--- src/rtl/opicorv32_decoder.sv ---
// Two-stage RV32I (+PicoRV32 custom/counter) instruction decoder.
// Stage A decodes the raw word; stage B adds ALU group flags and drives every output.
module opicorv32_decoder (
  input  logic        clk,
  input  logic        resetn,
  input  logic [31:0] fetch_word,
  input  logic        fetch_valid,
  output logic        fetch_ready,
  output logic        dec_valid,
  input  logic        dec_ready,
  output logic [47:0] instr,
  output logic [14:0] is,
  output logic [4:0]  dec_rd,
  output logic [4:0]  dec_rs1,
  output logic [4:0]  dec_rs2,
  output logic [31:0] dec_imm,
  output logic        dec_illegal
);

  // Handshake: a word moves across an interface only in a cycle where
  // valid && ready; a stage with valid=1 holds its contents until then.
  logic [6:0]  opcode;
  logic [2:0]  funct3;
  logic [6:0]  funct7;
  logic [47:0] d_instr;
  logic [31:0] d_imm;
  logic        fmt_i, fmt_sh, fmt_s, fmt_b, fmt_u, fmt_j;

  logic        a_valid;
  logic [4:0]  a_rd, a_rs1, a_rs2;
  logic [47:0] a_instr;
  logic [31:0] a_imm;
  logic        a_illegal;
  logic [14:0] a_is;

  logic        b_valid;
  logic        b_free;
  logic        a_advance;

  assign opcode = fetch_word[6:0];
  assign funct3 = fetch_word[14:12];
  assign funct7 = fetch_word[31:25];

  always_comb begin
    d_instr = '0;
    case (opcode)
      7'b0110111: d_instr[0] = 1'b1;
      7'b0010111: d_instr[1] = 1'b1;
      7'b1101111: d_instr[2] = 1'b1;
      7'b1100111: d_instr[3] = (funct3 == 3'b000);
      7'b1100011: begin
        case (funct3)
          3'b000:  d_instr[4] = 1'b1;
          3'b001:  d_instr[5] = 1'b1;
          3'b100:  d_instr[6] = 1'b1;
          3'b101:  d_instr[7] = 1'b1;
          3'b110:  d_instr[8] = 1'b1;
          3'b111:  d_instr[9] = 1'b1;
          default: ;
        endcase
      end
      7'b0000011: begin
        case (funct3)
          3'b000:  d_instr[10] = 1'b1;
          3'b001:  d_instr[11] = 1'b1;
          3'b010:  d_instr[12] = 1'b1;
          3'b100:  d_instr[13] = 1'b1;
          3'b101:  d_instr[14] = 1'b1;
          default: ;
        endcase
      end
      7'b0100011: begin
        case (funct3)
          3'b000:  d_instr[15] = 1'b1;
          3'b001:  d_instr[16] = 1'b1;
          3'b010:  d_instr[17] = 1'b1;
          default: ;
        endcase
      end
      7'b0010011: begin
        case (funct3)
          3'b000:  d_instr[18] = 1'b1;
          3'b010:  d_instr[19] = 1'b1;
          3'b011:  d_instr[20] = 1'b1;
          3'b100:  d_instr[21] = 1'b1;
          3'b110:  d_instr[22] = 1'b1;
          3'b111:  d_instr[23] = 1'b1;
          3'b001:  d_instr[24] = (funct7 == 7'h00);
          3'b101: begin
            d_instr[25] = (funct7 == 7'h00);
            d_instr[26] = (funct7 == 7'h20);
          end
          default: ;
        endcase
      end
      7'b0110011: begin
        if (funct7 == 7'h00) begin
          case (funct3)
            3'b000:  d_instr[27] = 1'b1;
            3'b001:  d_instr[29] = 1'b1;
            3'b010:  d_instr[30] = 1'b1;
            3'b011:  d_instr[31] = 1'b1;
            3'b100:  d_instr[32] = 1'b1;
            3'b101:  d_instr[33] = 1'b1;
            3'b110:  d_instr[35] = 1'b1;
            3'b111:  d_instr[36] = 1'b1;
            default: ;
          endcase
        end else if (funct7 == 7'h20) begin
          d_instr[28] = (funct3 == 3'b000);
          d_instr[34] = (funct3 == 3'b101);
        end
      end
      7'b1110011: begin
        // Counter reads are CSRRS with rs1=x0; ecall/ebreak must match exactly.
        if (funct3 == 3'b010 && fetch_word[19:15] == 5'd0) begin
          case (fetch_word[31:20])
            12'hc00: d_instr[37] = 1'b1;
            12'hc80: d_instr[38] = 1'b1;
            12'hc02: d_instr[39] = 1'b1;
            12'hc82: d_instr[40] = 1'b1;
            default: ;
          endcase
        end
        d_instr[47] = (fetch_word == 32'h0000_0073) || (fetch_word == 32'h0010_0073);
      end
      7'b0001011: begin
        case (funct7)
          7'd0:    d_instr[41] = 1'b1;
          7'd1:    d_instr[42] = 1'b1;
          7'd2:    d_instr[43] = 1'b1;
          7'd3:    d_instr[44] = 1'b1;
          7'd4:    d_instr[45] = 1'b1;
          7'd5:    d_instr[46] = 1'b1;
          default: ;
        endcase
      end
      default: ;
    endcase
  end

  // Immediate format follows the matched instruction, so unmatched words yield 0.
  assign fmt_u  = |d_instr[1:0];
  assign fmt_j  = d_instr[2];
  assign fmt_i  = d_instr[3] | (|d_instr[14:10]) | (|d_instr[23:18]);
  assign fmt_sh = |d_instr[26:24];
  assign fmt_s  = |d_instr[17:15];
  assign fmt_b  = |d_instr[9:4];

  always_comb begin
    d_imm = '0;
    if (fmt_u) begin
      d_imm = {fetch_word[31:12], 12'b0};
    end else if (fmt_j) begin
      d_imm = {{12{fetch_word[31]}}, fetch_word[19:12], fetch_word[20],
               fetch_word[30:21], 1'b0};
    end else if (fmt_i) begin
      d_imm = {{20{fetch_word[31]}}, fetch_word[31:20]};
    end else if (fmt_sh) begin
      d_imm = {27'b0, fetch_word[24:20]};
    end else if (fmt_s) begin
      d_imm = {{20{fetch_word[31]}}, fetch_word[31:25], fetch_word[11:7]};
    end else if (fmt_b) begin
      d_imm = {{20{fetch_word[31]}}, fetch_word[7], fetch_word[30:25],
               fetch_word[11:8], 1'b0};
    end
  end

  always_comb begin
    a_is     = '0;
    a_is[0]  = a_instr[0] | a_instr[1] | a_instr[2];
    a_is[1]  = |a_instr[14:10];
    a_is[2]  = |a_instr[26:24];
    a_is[3]  = a_instr[3] | (|a_instr[23:18]);
    a_is[4]  = |a_instr[17:15];
    a_is[5]  = a_instr[29] | a_instr[33] | a_instr[34];
    a_is[6]  = a_instr[0] | a_instr[1] | a_instr[2] | a_instr[3] | a_instr[18] | a_instr[27];
    a_is[7]  = a_instr[19] | a_instr[6] | a_instr[30];
    a_is[8]  = a_instr[20] | a_instr[8] | a_instr[31];
    a_is[9]  = |a_instr[9:4];
    a_is[10] = a_instr[13] | a_instr[14] | a_instr[12];
    a_is[11] = a_is[2] | a_is[3];
    a_is[12] = |a_instr[36:27];
    a_is[13] = a_instr[19] | a_instr[20] | a_instr[30] | a_instr[31];
    a_is[14] = |a_instr[40:37];
  end

  assign b_free      = !b_valid || dec_ready;
  assign a_advance   = a_valid && b_free;
  assign fetch_ready = !a_valid || a_advance;
  assign dec_valid   = b_valid;

  always_ff @(posedge clk) begin
    if (!resetn) begin
      a_valid   <= 1'b0;
      a_rd      <= '0;
      a_rs1     <= '0;
      a_rs2     <= '0;
      a_instr   <= '0;
      a_imm     <= '0;
      a_illegal <= 1'b0;
    end else if (fetch_ready) begin
      a_valid <= fetch_valid;
      if (fetch_valid) begin
        a_rd      <= fetch_word[11:7];
        a_rs1     <= fetch_word[19:15];
        a_rs2     <= fetch_word[24:20];
        a_instr   <= d_instr;
        a_imm     <= d_imm;
        a_illegal <= (d_instr == 48'd0);
      end
    end
  end

  always_ff @(posedge clk) begin
    if (!resetn) begin
      b_valid     <= 1'b0;
      instr       <= '0;
      is          <= '0;
      dec_rd      <= '0;
      dec_rs1     <= '0;
      dec_rs2     <= '0;
      dec_imm     <= '0;
      dec_illegal <= 1'b0;
    end else if (b_free) begin
      b_valid <= a_valid;
      if (a_valid) begin
        instr       <= a_instr;
        is          <= a_is;
        dec_rd      <= a_rd;
        dec_rs1     <= a_rs1;
        dec_rs2     <= a_rs2;
        dec_imm     <= a_imm;
        dec_illegal <= a_illegal;
      end
    end
  end

endmodule

--- config.mk ---
export PLATFORM = sky130hd
export DESIGN_NAME = opicorv32_decoder
export DESIGN_NICKNAME = d
export VERILOG_FILES = /design/src/rtl/opicorv32_decoder.sv
export SDC_FILE = /design/constraint.sdc
export NUM_CORES = 1
export LEC_CHECK = 0
export BUFFER_PORTS_ARGS = -buffer_cell sky130_fd_sc_hd__buf_2
export CORE_MARGIN = 1
export CORE_UTILIZATION = 50
export CTS_BUF_LIST = sky130_fd_sc_hd__clkbuf_2 sky130_fd_sc_hd__clkbuf_4 sky130_fd_sc_hd__clkbuf_8
export DETAILED_ROUTE_END_ITERATION = 12
export HOLD_SLACK_MARGIN = 0.05
export PLACE_DENSITY = 0.75
export SETUP_SLACK_MARGIN = 0.5
export SYNTH_ARGS = -nofsm -noshare
export SYNTH_HDL_FRONTEND = slang
export SYNTH_SLANG_ARGS = --single-unit
--- constraint.sdc ---
create_clock -name clk -period 3.2 [get_ports clk]
set_input_delay 0.48 -clock clk [delete_from_list [all_inputs] [get_ports clk]]
set_output_delay 0.48 -clock clk [all_outputs]
set_load 0.005 [all_outputs]
==> results of run 1 <==
==> area by class of cell <==
| cell class | instances | area (um2) |
|---|---|---|
| fill | 1447 | 6200 |
| sequential | 209 | 4180 |
| multi-input combinational | 695 | 3860 |
| timing repair buffer | 157 | 848 |
| clock buffer | 54 | 681 |
| tap | 216 | 270 |
| clock inverter | 5 | 52.6 |
| inverter | 4 | 15.0 |
==> layer usage <==
metal	GRT usage	wire length, um	vias up
met4	0.0974	544	0
met2	0.354	9140	252
li1	-	-	3581
met5	0	0	-
met1	0.350	10200	3377
met3	0.0467	1360	44
==> synth_stat cells (10+ instances only) <==
cell / number / area [um2]
nor2b_1: 15 / 93.8
nor3_1: 13 / 65.1
nor4_1: 14 / 87.6
o21ai_0: 36 / 180
nand2_1: 302 / 1130
nand3_1: 12 / 60.1
clkbuf_1: 56 / 210
a21boi_0: 129 / 968
nor2_1: 21 / 78.8
and2_1: 26 / 163
dfxtp_1: 209 / 4180
a22o_1: 25 / 219
a21oi_1: 24 / 120
buf_1: 10 / 37.5
==> power groups by stage <==
stage	clock network, mW	logic [mW]	registers, mW
6_report	2.45	0.328	2.66
5_1_grt	2.62	0.354	2.67
4_1_cts	2.49	0.325	2.66
3_5_place_dp	0	0.324	2.72
3_3_place_gp	0	0.323	2.72
2_1_floorplan	0	0.203	2.72
==> cells by family (layout without fill, tap and decap cells) <==
logic type             after synthesis  after routing  share of synthesized area
AND/OR/NAND/NOR                    448            448                      0.248
buffers and inverters               78            220                     0.0381
flip-flops                         209            209                      0.501
AO/OA/AOI/OAI                      246            246                      0.212
multiplexers                         1              1                    0.00120
==> registers in the layout, summed over array words and instances (netlist names) <==
name / cells
a_illegal: 1
a_rd: 5
dec_rd: 5
dec_imm: 32
is: 15
dec_rs2: 5
a_instr: 48
dec_illegal: 1
dec_rs1: 5
a_rs2: 5
instr: 48
a_valid: 1
a_rs1: 5
dec_valid: 1
a_imm: 32
==> layout by cell type, fill, tap and decap left out, types with 15 or more instances in the layout <==
cell / n
a21oi_1: 24
a21boi_0: 129
nor2b_1: 15
o21ai_0: 36
dfxtp_1: 209
clkbuf_8: 44
and2_1: 25
a22o_1: 25
nor2_1: 21
buf_2: 147
nand2_1: 301
==> stage by stage <==
step           area, um2  setup WS, ns  utilization  hold WS [ns]
5_1_grt             9910         0.863        0.615         0.256
6_report            9910          1.02        0.615         0.252
4_1_cts             9910          1.05        0.615         0.230
3_3_place_gp        9180         0.731        0.570         0.448
2_1_floorplan       8350          1.15            -         0.432
3_5_place_dp        9180         0.711        0.570         0.451
==> final timing paths <==
check | start | to | slack (ns) | depth (start not counted)
hold / removal | fetch_word[23] | a_imm[3] | 0.25 | 2
setup reg to reg | a_valid | a_imm[1] | 1.02 | 5
setup / recovery | a_valid | a_imm[1] | 1.02 | 5
hold reg to reg | instr[39] | instr[39] | 0.46 | 2
==> qor.txt, run 1 <==
initial drt markers - 681
Comb power frac - 0.060
via-per-instance ratio - 5.41
first-pass GRT wire length - 34300 um
synth unique cells - 57
Least-Margin Pin Slew - 0.955 ns
Post-Synthesis Cells - 982
CORE AREA - 0.0161 mm2
ANT nets after route - 0
CTS resizes - 0
syn_area_per_cell - 8.50 um2
Slew HR - 0.361
HP Class - input port to flip-flop
status - complete, no violations
LEAKAGE - 3.98 nW
Psw - 1.27 mW
Initial Util - 0.518
crit end category - flip-flop
Post-Synthesis Cell Area - 0.00835 mm2
antenna cell count - 0
sequential power share - 0.489
Post-CTS Setup Bufs - 0
final hold violations - 0
H-Tree Depth - 2
max_cap viols - 0
Clock Path Buffers - 3
Slowest-stage cell, CP - nor4_1
CP required - 3.65 ns
GR Overflow Total - 0
crit share post-route - 0.681
Clock Pin Slew Worst Setup and Hold Paths - 0.06 ns
Slew Limit Fails - 0
clock latency on the worst-skew pair - 0.52 ns
Total Nets Final - 1138
drt first pass iters - 5
P&R area growth vs syn - 18.7%
sequential element share of the synthesized area - 0.501
drt wl/cell - 15.9 um
min Tclk post-route - 2.18 ns
CTS Buf Count - 35
routed wire length - 21300 um
Yosys reg bits - 209
placer congestion estimate - 0.923
clk_skew - 0.0225 ns
DR vias - 7254
Syn Nets - 1018
# IOs - 149
Die W - 131 um
gr usage total - 0.243
f_max - 459 MHz
Clk Tree Root Cell - clkbuf_8
crit path kind - flip-flop to flip-flop
Cells after DPL - 1281
delay-heaviest family, CP - simple AND/OR/NAND/NOR gates
CP most frequent cell - a22o_1
dpl hpwl - 14200 um
Yosys Warn Count - 0
IO Port Bufs - 148
Slowest Stage Delay on Critical Path - 0.85 ns
Setup Total Neg Slack - 0 ns
Internal - 4.18 mW
Sw Share - 0.232
CP startpoint kind - flip-flop
cell row count - 46
# DRC - 0
Peak supply drop - 329 uV
die area - 0.0172 mm2
pin count of the biggest net entering global routing - 180
initial antenna violation count - 0
Synth Flop Type - dfxtp_1
Sink Count - 209
vias in the first global route - 6507
fraction of layout cells with a size suffix above 1 - 0.209
asr flop ratio synth - 0
PwrDens - 549 mW/mm2
Final Setup Violations - 0
crit-path max FO - 34
TritonCTS clock tree - done
Post-synth EDFFs - 0
crit path DAT - 2.63 ns
hold_buf cts - 0
clock network fraction of total power - 0.451
fin cells - 1340
RSZ-0062 raised after global routing - false
Chip Height - 131 um
Critical Path, Cell by Cell - nand3b_1 > nand2_4 > nor4_1 > a22o_1 > a22o_1
Power Total - 5.44 mW
CP bufs+invs - 0
Note: power is estimated with default switching activity, not from simulation.
==> inputs of run 2 (changes only) <==
--- a/config.mk
+++ b/config.mk
@@ -5,13 +5,14 @@
 export SDC_FILE = /design/constraint.sdc
 export NUM_CORES = 1
 export LEC_CHECK = 0
+export ABC_AREA = 1
 export BUFFER_PORTS_ARGS = -buffer_cell sky130_fd_sc_hd__buf_2
 export CORE_MARGIN = 1
 export CORE_UTILIZATION = 50
 export CTS_BUF_LIST = sky130_fd_sc_hd__clkbuf_2 sky130_fd_sc_hd__clkbuf_4 sky130_fd_sc_hd__clkbuf_8
 export DETAILED_ROUTE_END_ITERATION = 12
 export HOLD_SLACK_MARGIN = 0.05
-export PLACE_DENSITY = 0.75
+export PLACE_DENSITY = 0.78
 export SETUP_SLACK_MARGIN = 0.5
 export SYNTH_ARGS = -nofsm -noshare
 export SYNTH_HDL_FRONTEND = slang
==> constraint.sdc (replaced) <==
create_clock -name clk -period 2 [get_ports clk]
set_input_delay 0.3 -clock clk [delete_from_list [all_inputs] [get_ports clk]]
set_output_delay 0.3 -clock clk [all_outputs]
set_load 0.005 [all_outputs]
==> qor.txt, run 2 <==
status - complete, no violations
max_cap viols - 0 (unchanged)
Critical Path Start - a_valid
Clk Tree Root Cell - clkbuf_8
Slew Limit Fails - 0 (unchanged)
Yosys top cell area share - 0.510 (+0.00871)
crit path DAT - 1.87 ns (-0.76 ns)
drt first pass iters - 5 (unchanged)
Final Setup Violations - 0 (unchanged)
delay-heaviest family, CP - compound AO/OA/AOI/OAI gates
Synth area leader - dfxtp_1
dpl hpwl - 16400 um (+16%)
drt wl/cell - 16.2 um (+2.0%)
sequential power share - 0.482 (-0.007)
Post-synth EDFFs - 0 (unchanged)
DR vias - 8007 (+10%)
Total Nets Final - 1276 (+12%)
clk_skew - 0.0295 ns (+0.00698 ns)
pin count of the biggest net entering global routing - 64 (-64%)
grt met1 use - 0.360 (+0.0107)
crit share post-route - 0.746 (+0.0646)
Die W - 130 um (-0.84%)
routed wire length - 24000 um (+13%)
syn_area_per_cell - 7.58 um2 (-11%)
Sw Share - 0.256 (+0.0241)
crit-path max FO - 27 (-21%)
antenna cell count - 0 (unchanged)
Seq. cell area - 0.00419 mm2 (+0.12%)
fraction of layout cells with a size suffix above 1 - 0.240 (+0.0306)
Internal - 6.95 mW (+66%)
commonest non-fill, non-tap cell in the layout - nor2_1
synth unique cells - 38 (-33%)
vias in the first global route - 7209 (+11%)
Clock Pin Slew Worst Setup and Hold Paths - 0.07 ns (about the same)
crit path kind - flip-flop to flip-flop
grt met2 use - 0.445 (+0.0912)
CP startpoint kind - flip-flop
Critical Path, Cell by Cell - nand3_4 > nand2_4 > buf_12 > buf_16 > o21ai_0 > nor2_1
Post-Synthesis Cell Area - 0.00821 mm2 (-1.7%)
# IOs - 149 (unchanged)
asr flop ratio synth - 0 (unchanged)
area of the multi-input gates - 0.00359 mm2 (-7.0%)
Setup Total Neg Slack - 0 ns (unchanged)
fillers - 1422 (-1.7%)
Peak supply drop - 655 uV (+99%)
f_max - 671 MHz (+46%)
# DRC - 0 (unchanged)
clock network fraction of total power - 0.412 (-0.039)
H-Tree Depth - 2 (unchanged)
Least-Margin Pin Slew - 0.495 ns (-0.461 ns)
LEAKAGE - 4.45 nW (+12%)
Chip Height - 130 um (-0.84%)
Post-Synthesis Cells - 1083 (+10%)
TritonCTS clock tree - done
placer congestion estimate - 0.990 (+7.3%)
initial drt markers - 599 (-12%)
M3 GR Usage - 0.0607 (+0.0140)
P&R area growth vs syn - 24.1%
ANT nets after route - 0 (unchanged)
Slowest Stage Delay on Critical Path - 0.39 ns (-0.46 ns)
gr usage total - 0.277 (+0.0340)
crit end category - flip-flop
Area contributors post-synth - dfxtp_1 (51%), nor2_1 (10%), o21ai_0 (9.2%)
CORE AREA - 0.0159 mm2 (-1.1%)
Synth Flop Type - dfxtp_1
Clock Path Buffers - 3 (unchanged)
CP required - 2.38 ns (-1.27 ns)
largest registers - a_instr x48, instr x48
Syn Nets - 1119 (+9.9%)
gr busiest metal - met2
commonest cells in the netlist - nor2_1 (221), dfxtp_1 (209), o21ai_0 (151), a21oi_1 (129), nand2_1 (101)
min Tclk post-route - 1.49 ns (-0.688 ns)
die area - 0.0169 mm2 (-1.7%)
Yosys Warn Count - 0 (unchanged)
CTS Buf Count - 35 (unchanged)
final hold violations - 0 (unchanged)
clock latency on the worst-skew pair - 0.52 ns (about the same)
Initial Util - 0.515 (-0.00333)
IO Port Bufs - 148 (unchanged)
most frequent cells in the layout - nor2_1 (220), dfxtp_1 (207), buf_2 (147)
cell row count - 46 (unchanged)
Power Total - 9.35 mW (+72%)
Hold Startpoint - fetch_word[27]
GR Overflow Total - 0 (unchanged)
sequential element share of the synthesized area - 0.510 (+0.00871)
HP Class - input port to flip-flop
Slowest-stage cell, CP - o21ai_0
CP bufs+invs - 2 (+2)
initial antenna violation count - 0 (unchanged)
Comb power frac - 0.106 (+0.046)
Psw - 2.40 mW (+90%)
Yosys reg bits - 209 (unchanged)
Finished Core Util - 0.639 (+0.0235)
Slew HR - 0.669 (+0.308)
Sink Count - 209 (unchanged)
via-per-instance ratio - 5.41 (about the same)
PwrDens - 919 mW/mm2 (+67%)
RSZ-0062 raised after global routing - true
Critical R2R Launch - a_valid
first-pass GRT wire length - 36400 um (+6.3%)
most used standard cell by instance count after synthesis - nor2_1
-- run 2: cell count changes after synthesis, sizes merged, moves of 25 or more --
cell | before | now
a21boi | 129 | 0
nor2 | 21 | 232
a21oi | 24 | 139
o21ai | 37 | 155
nand2 | 305 | 106
inv | 4 | 63
a22o | 25 | 0
nand3 | 12 | 52
and2 | 27 | 0
-- run 2: layout make-up --
cell class                      count  area share
Inverter                           65      0.0257
Clock inverter                      6     0.00356
Clock buffer                       55      0.0676
Tap cell                          216      0.0265
Multi-Input combinational cell    743       0.353
Timing Repair Buffer              186       0.112
Sequential cell                   209       0.411
-- run 2: final timing paths --
kind,end,slack [ns],cells after the start
hold reg to reg,dec_rs2[3],0.45,2
hold / removal,a_imm[7],0.11,3
setup reg to reg,a_rd[3],0.51,6
setup / recovery,a_rd[3],0.51,6
-- run 2: metrics by stage --
| step | hold slack (ns) | cell area [um2] | instances | setup slack [ns] |
|---|---|---|---|---|
| finish | 0.114 | 10200 | 1480 | 0.509 |
| detailed placement | 0.446 | 9270 | 1413 | 0.0209 |
| global placement | 0.445 | 9270 | 1413 | 0.0655 |
| CTS | 0.0736 | 10100 | 1475 | 0.479 |
| global route | 0.119 | 10200 | 1480 | 0.484 |
| floorplan | 0.424 | 8220 | 1083 | 0.516 |
-- run 2: tightest hold or removal path: stages --
cell,delay [ns]
buf_2,0.13
nand3_1,0.08
a21oi_1,0.06
-- run 2: metal layers --
metal,part of all wire,wire length (um),up-vias
met2,0.46,11100,324
met1,0.43,10400,3703
li1,-,-,3925
met3,0.073,1750,55
met4,0.032,757,0
met5,0,0,-
-- run 2: cell families (layout without fill, tap and decap cells) --
family	count (synthesis)	after routing	share of synthesized area
buf+inv	132	312	0.0625
simple gates	424	425	0.222
flops	209	209	0.510
compound gates	318	318	0.206
-- run 2: what timing repair did --
item | 4_1_cts | 5_1_grt
cloned | 1 | 2
buffers inserted | 0 | 3
hold buffers | 0 | 0
endpoints found under the setup margin | 109 | 129
pin swaps | 0 | 2
gates resized for setup | 8 | 20
-- run 2: power groups by stage --
stage	Combinational [mW]	Clock (mW)	Sequential, mW
5_1_grt	1.11	4.08	4.53
3_3_place_gp	0.919	0	4.59
6_report	0.996	3.85	4.51
2_1_floorplan	0.518	0	4.59
4_1_cts	0.962	3.90	4.50
3_5_place_dp	0.935	0	4.59
==> inputs of run 3 (changes only) <==
--- a/config.mk
+++ b/config.mk
@@ -12,7 +12,7 @@
 export CTS_BUF_LIST = sky130_fd_sc_hd__clkbuf_2 sky130_fd_sc_hd__clkbuf_4 sky130_fd_sc_hd__clkbuf_8
 export DETAILED_ROUTE_END_ITERATION = 12
 export HOLD_SLACK_MARGIN = 0.05
-export PLACE_DENSITY = 0.78
+export PLACE_DENSITY = 0.75
 export SETUP_SLACK_MARGIN = 0.5
 export SYNTH_ARGS = -nofsm -noshare
 export SYNTH_HDL_FRONTEND = slang
==> constraint.sdc (replaced) <==
create_clock -name clk -period 1.6 [get_ports clk]
set_input_delay 0.24 -clock clk [delete_from_list [all_inputs] [get_ports clk]]
set_output_delay 0.24 -clock clk [all_outputs]
set_load 0.005 [all_outputs]
==> qor.txt, run 3 (synthesis gave the netlist of run 2 again) <==
DR vias - 8722 (+8.9%)
setup ws final - 0.225 ns (-0.284 ns)
grt met1 use - 0.397 (+0.0371)
Clock Path Buffers - 3 (unchanged)
Clock Pin Slew Worst Setup and Hold Paths - 0.06 ns (about the same)
Internal - 9.04 mW (+30%)
Slowest Stage Delay on Critical Path - 0.36 ns (-0.03 ns)
fillers - 1152 (-19%)
clock latency on the worst-skew pair - 0.53 ns (about the same)
crit-path max FO - 3 (-89%)
cell row count - 46 (unchanged)
most frequent cells in the layout - nor2_1 (206), a21oi_1 (115), dfxtp_2 (112)
clock network fraction of total power - 0.392 (-0.020)
ANT nets after route - 0 (unchanged)
crit end category - output port
Chip Height - 130 um (unchanged)
Initial Util - 0.515 (unchanged)
H-Tree Depth - 2 (unchanged)
# IOs - 149 (unchanged)
gr busiest metal - met2
M3 GR Usage - 0.0660 (+0.00533)
drt first pass iters - 5 (unchanged)
Worst R2R Path Depth - 6 (unchanged)
Psw - 3.25 mW (+35%)
setup slack, reg-to-reg - 0.24 ns (-0.27 ns)
crit share post-route - 0.859
GR Overflow Total - 0 (unchanged)
f_max - 727 MHz
# DRC - 0 (unchanged)
Slowest-stage cell, CP - dfxtp_2
Power Total - 12.3 mW (+31%)
CP required - 1.36 ns (-1.02 ns)
Clk Tree Root Cell - clkbuf_8
initial antenna violation count - 1 (+1)
PwrDens - 1010 mW/mm2 (+10%)
CORE AREA - 0.0159 mm2 (unchanged)
sequential power share - 0.464 (-0.018)
routed wire length - 28600 um (+19%)
dpl hpwl - 17400 um (+6.0%)
CP startpoint kind - flip-flop
Peak supply drop - 736 uV (+12%)
Final Setup Violations - 0 (unchanged)
vias in the first global route - 7982 (+11%)
placer congestion estimate - 0.921 (-6.9%)
die area - 0.0169 mm2 (unchanged)
crit path kind - flip-flop to output port
final hold violations - 0 (unchanged)
Sw Share - 0.264 (+0.00773)
HP Class - input port to flip-flop
RSZ-0062 raised after global routing - true
fraction of layout cells with a size suffix above 1 - 0.420 (+0.180)
Die W - 130 um (unchanged)
drt wl/cell - 18.0 um (+11%)
critical register-to-register path endpoint - a_instr[11]
Setup Total Neg Slack - 0 ns (unchanged)
gr usage total - 0.310 (+0.0337)
min Tclk post-route - 1.37 ns
via-per-instance ratio - 5.49 (+1.5%)
IO Port Bufs - 148 (unchanged)
WHS Endpoint - a_rs2[0]
max_cap viols - 0 (unchanged)
status - complete, no violations
largest registers - a_instr x48, instr x48
Finished Core Util - 0.761 (+0.122)
clk_skew - 0.0180 ns (-0.0115 ns)
P&R area growth vs syn - 47.8%
Comb power frac - 0.144 (+0.038)
Total Nets Final - 1387 (+8.7%)
commonest non-fill, non-tap cell in the layout - nor2_1
Hold Path Stages - 3 (unchanged)
Slew Limit Fails - 0 (unchanged)
Critical Path, Cell by Cell - nand3_4 > buf_6
Critical R2R Launch - dec_valid
Placement Setup Slack - -0.0643 ns (-0.0852 ns)
LEAKAGE - 5.23 nW (+18%)
crit path DAT - 1.13 ns (-0.74 ns)
pin count of the biggest net entering global routing - 50 (-22%)
Sink Count - 209 (unchanged)
first-pass GRT wire length - 40400 um (+11%)
Critical Path Start - dec_valid
grt met2 use - 0.511 (+0.0660)
initial drt markers - 724 (+21%)
Slew HR - 0.676 (+0.00738)
Hold Startpoint - fetch_word[20]
Least-Margin Pin Slew - 0.481 ns (-0.0134 ns)
TritonCTS clock tree - done
CTS Buf Count - 35 (unchanged)
==> run 3: changes by cell type in the layout (fill, tap and decap cells not counted), sizes merged <==
cell,change
clkbuf,+5
bufbuf,+2
diode,+1
nand4,+1
nand2,-1
clkinvlp,+1
clkinv,-5
buf,+96
inv,+5
dlygate4sd3,+4
==> run 3: layout make-up <==
cell class | instances | area (um2) | area share
flip-flops and latches | 209 | 4330 | 0.357
multi-input cells | 743 | 3890 | 0.321
repair buffers | 293 | 2630 | 0.217
clock buffers | 55 | 682 | 0.0562
well taps | 216 | 270 | 0.0223
inverters | 65 | 269 | 0.0222
repair inverters | 4 | 32.5 | 0.00268
clock inverters | 3 | 23.8 | 0.00196
diodes | 1 | 2.50 | 0.000206
==> run 3: worst max-delay path by stage <==
stage	to	slack, ns	cells past startpoint
2_1_floorplan	a_imm[22]	0.22	10
3_3_place_gp	a_imm[20]	-0.03	9
3_5_place_dp	a_imm[20]	-0.06	10
4_1_cts	fetch_ready	0.25	2
5_1_grt	is[1]	0.18	6
6_report	fetch_ready	0.23	2
==> run 3: layer usage <==
metal	part of all wire	up-vias
met5	0	-
li1	-	4152
met1	0.41	4122
met2	0.48	372
met4	0.037	0
met3	0.075	76
==> run 3: power groups by stage <==
stage               clock [mW]  sequential [mW]  combinational [mW]
floorplan                    0             5.74               0.712
global placement             0             5.74                1.26
detailed placement           0             5.74                1.28
CTS                       4.84             5.67                1.45
global route              5.10             5.73                1.91
finish                    4.82             5.71                1.77
==> run 3: critical path, delay by kind of cell, from the launching register on <==
family,cells,cell delay [ns]
flip-flops,1,0.36
buffers and inverters,1,0.14
AND/OR/NAND/NOR,1,0.11
==> run 3: repair_timing <==
item,CTS,global route
resized for setup,154,164
setup endpoints to repair,312,320
hold endpoints to repair,4,0
gates cloned,6,11
setup buffers,11,18
pin swaps,0,3
hold buffers,4,0
==> run 3: through the flow <==
step | hold slack, ns | instances | area, um2
final | 0.0556 | 1589 | 12100
after global routing | 0.0766 | 1588 | 12100
after CTS | 0.0670 | 1559 | 11200
after detailed placement | 0.446 | 1480 | 9930
after global placement | 0.439 | 1480 | 9930
after floorplan | 0.393 | 1083 | 8480
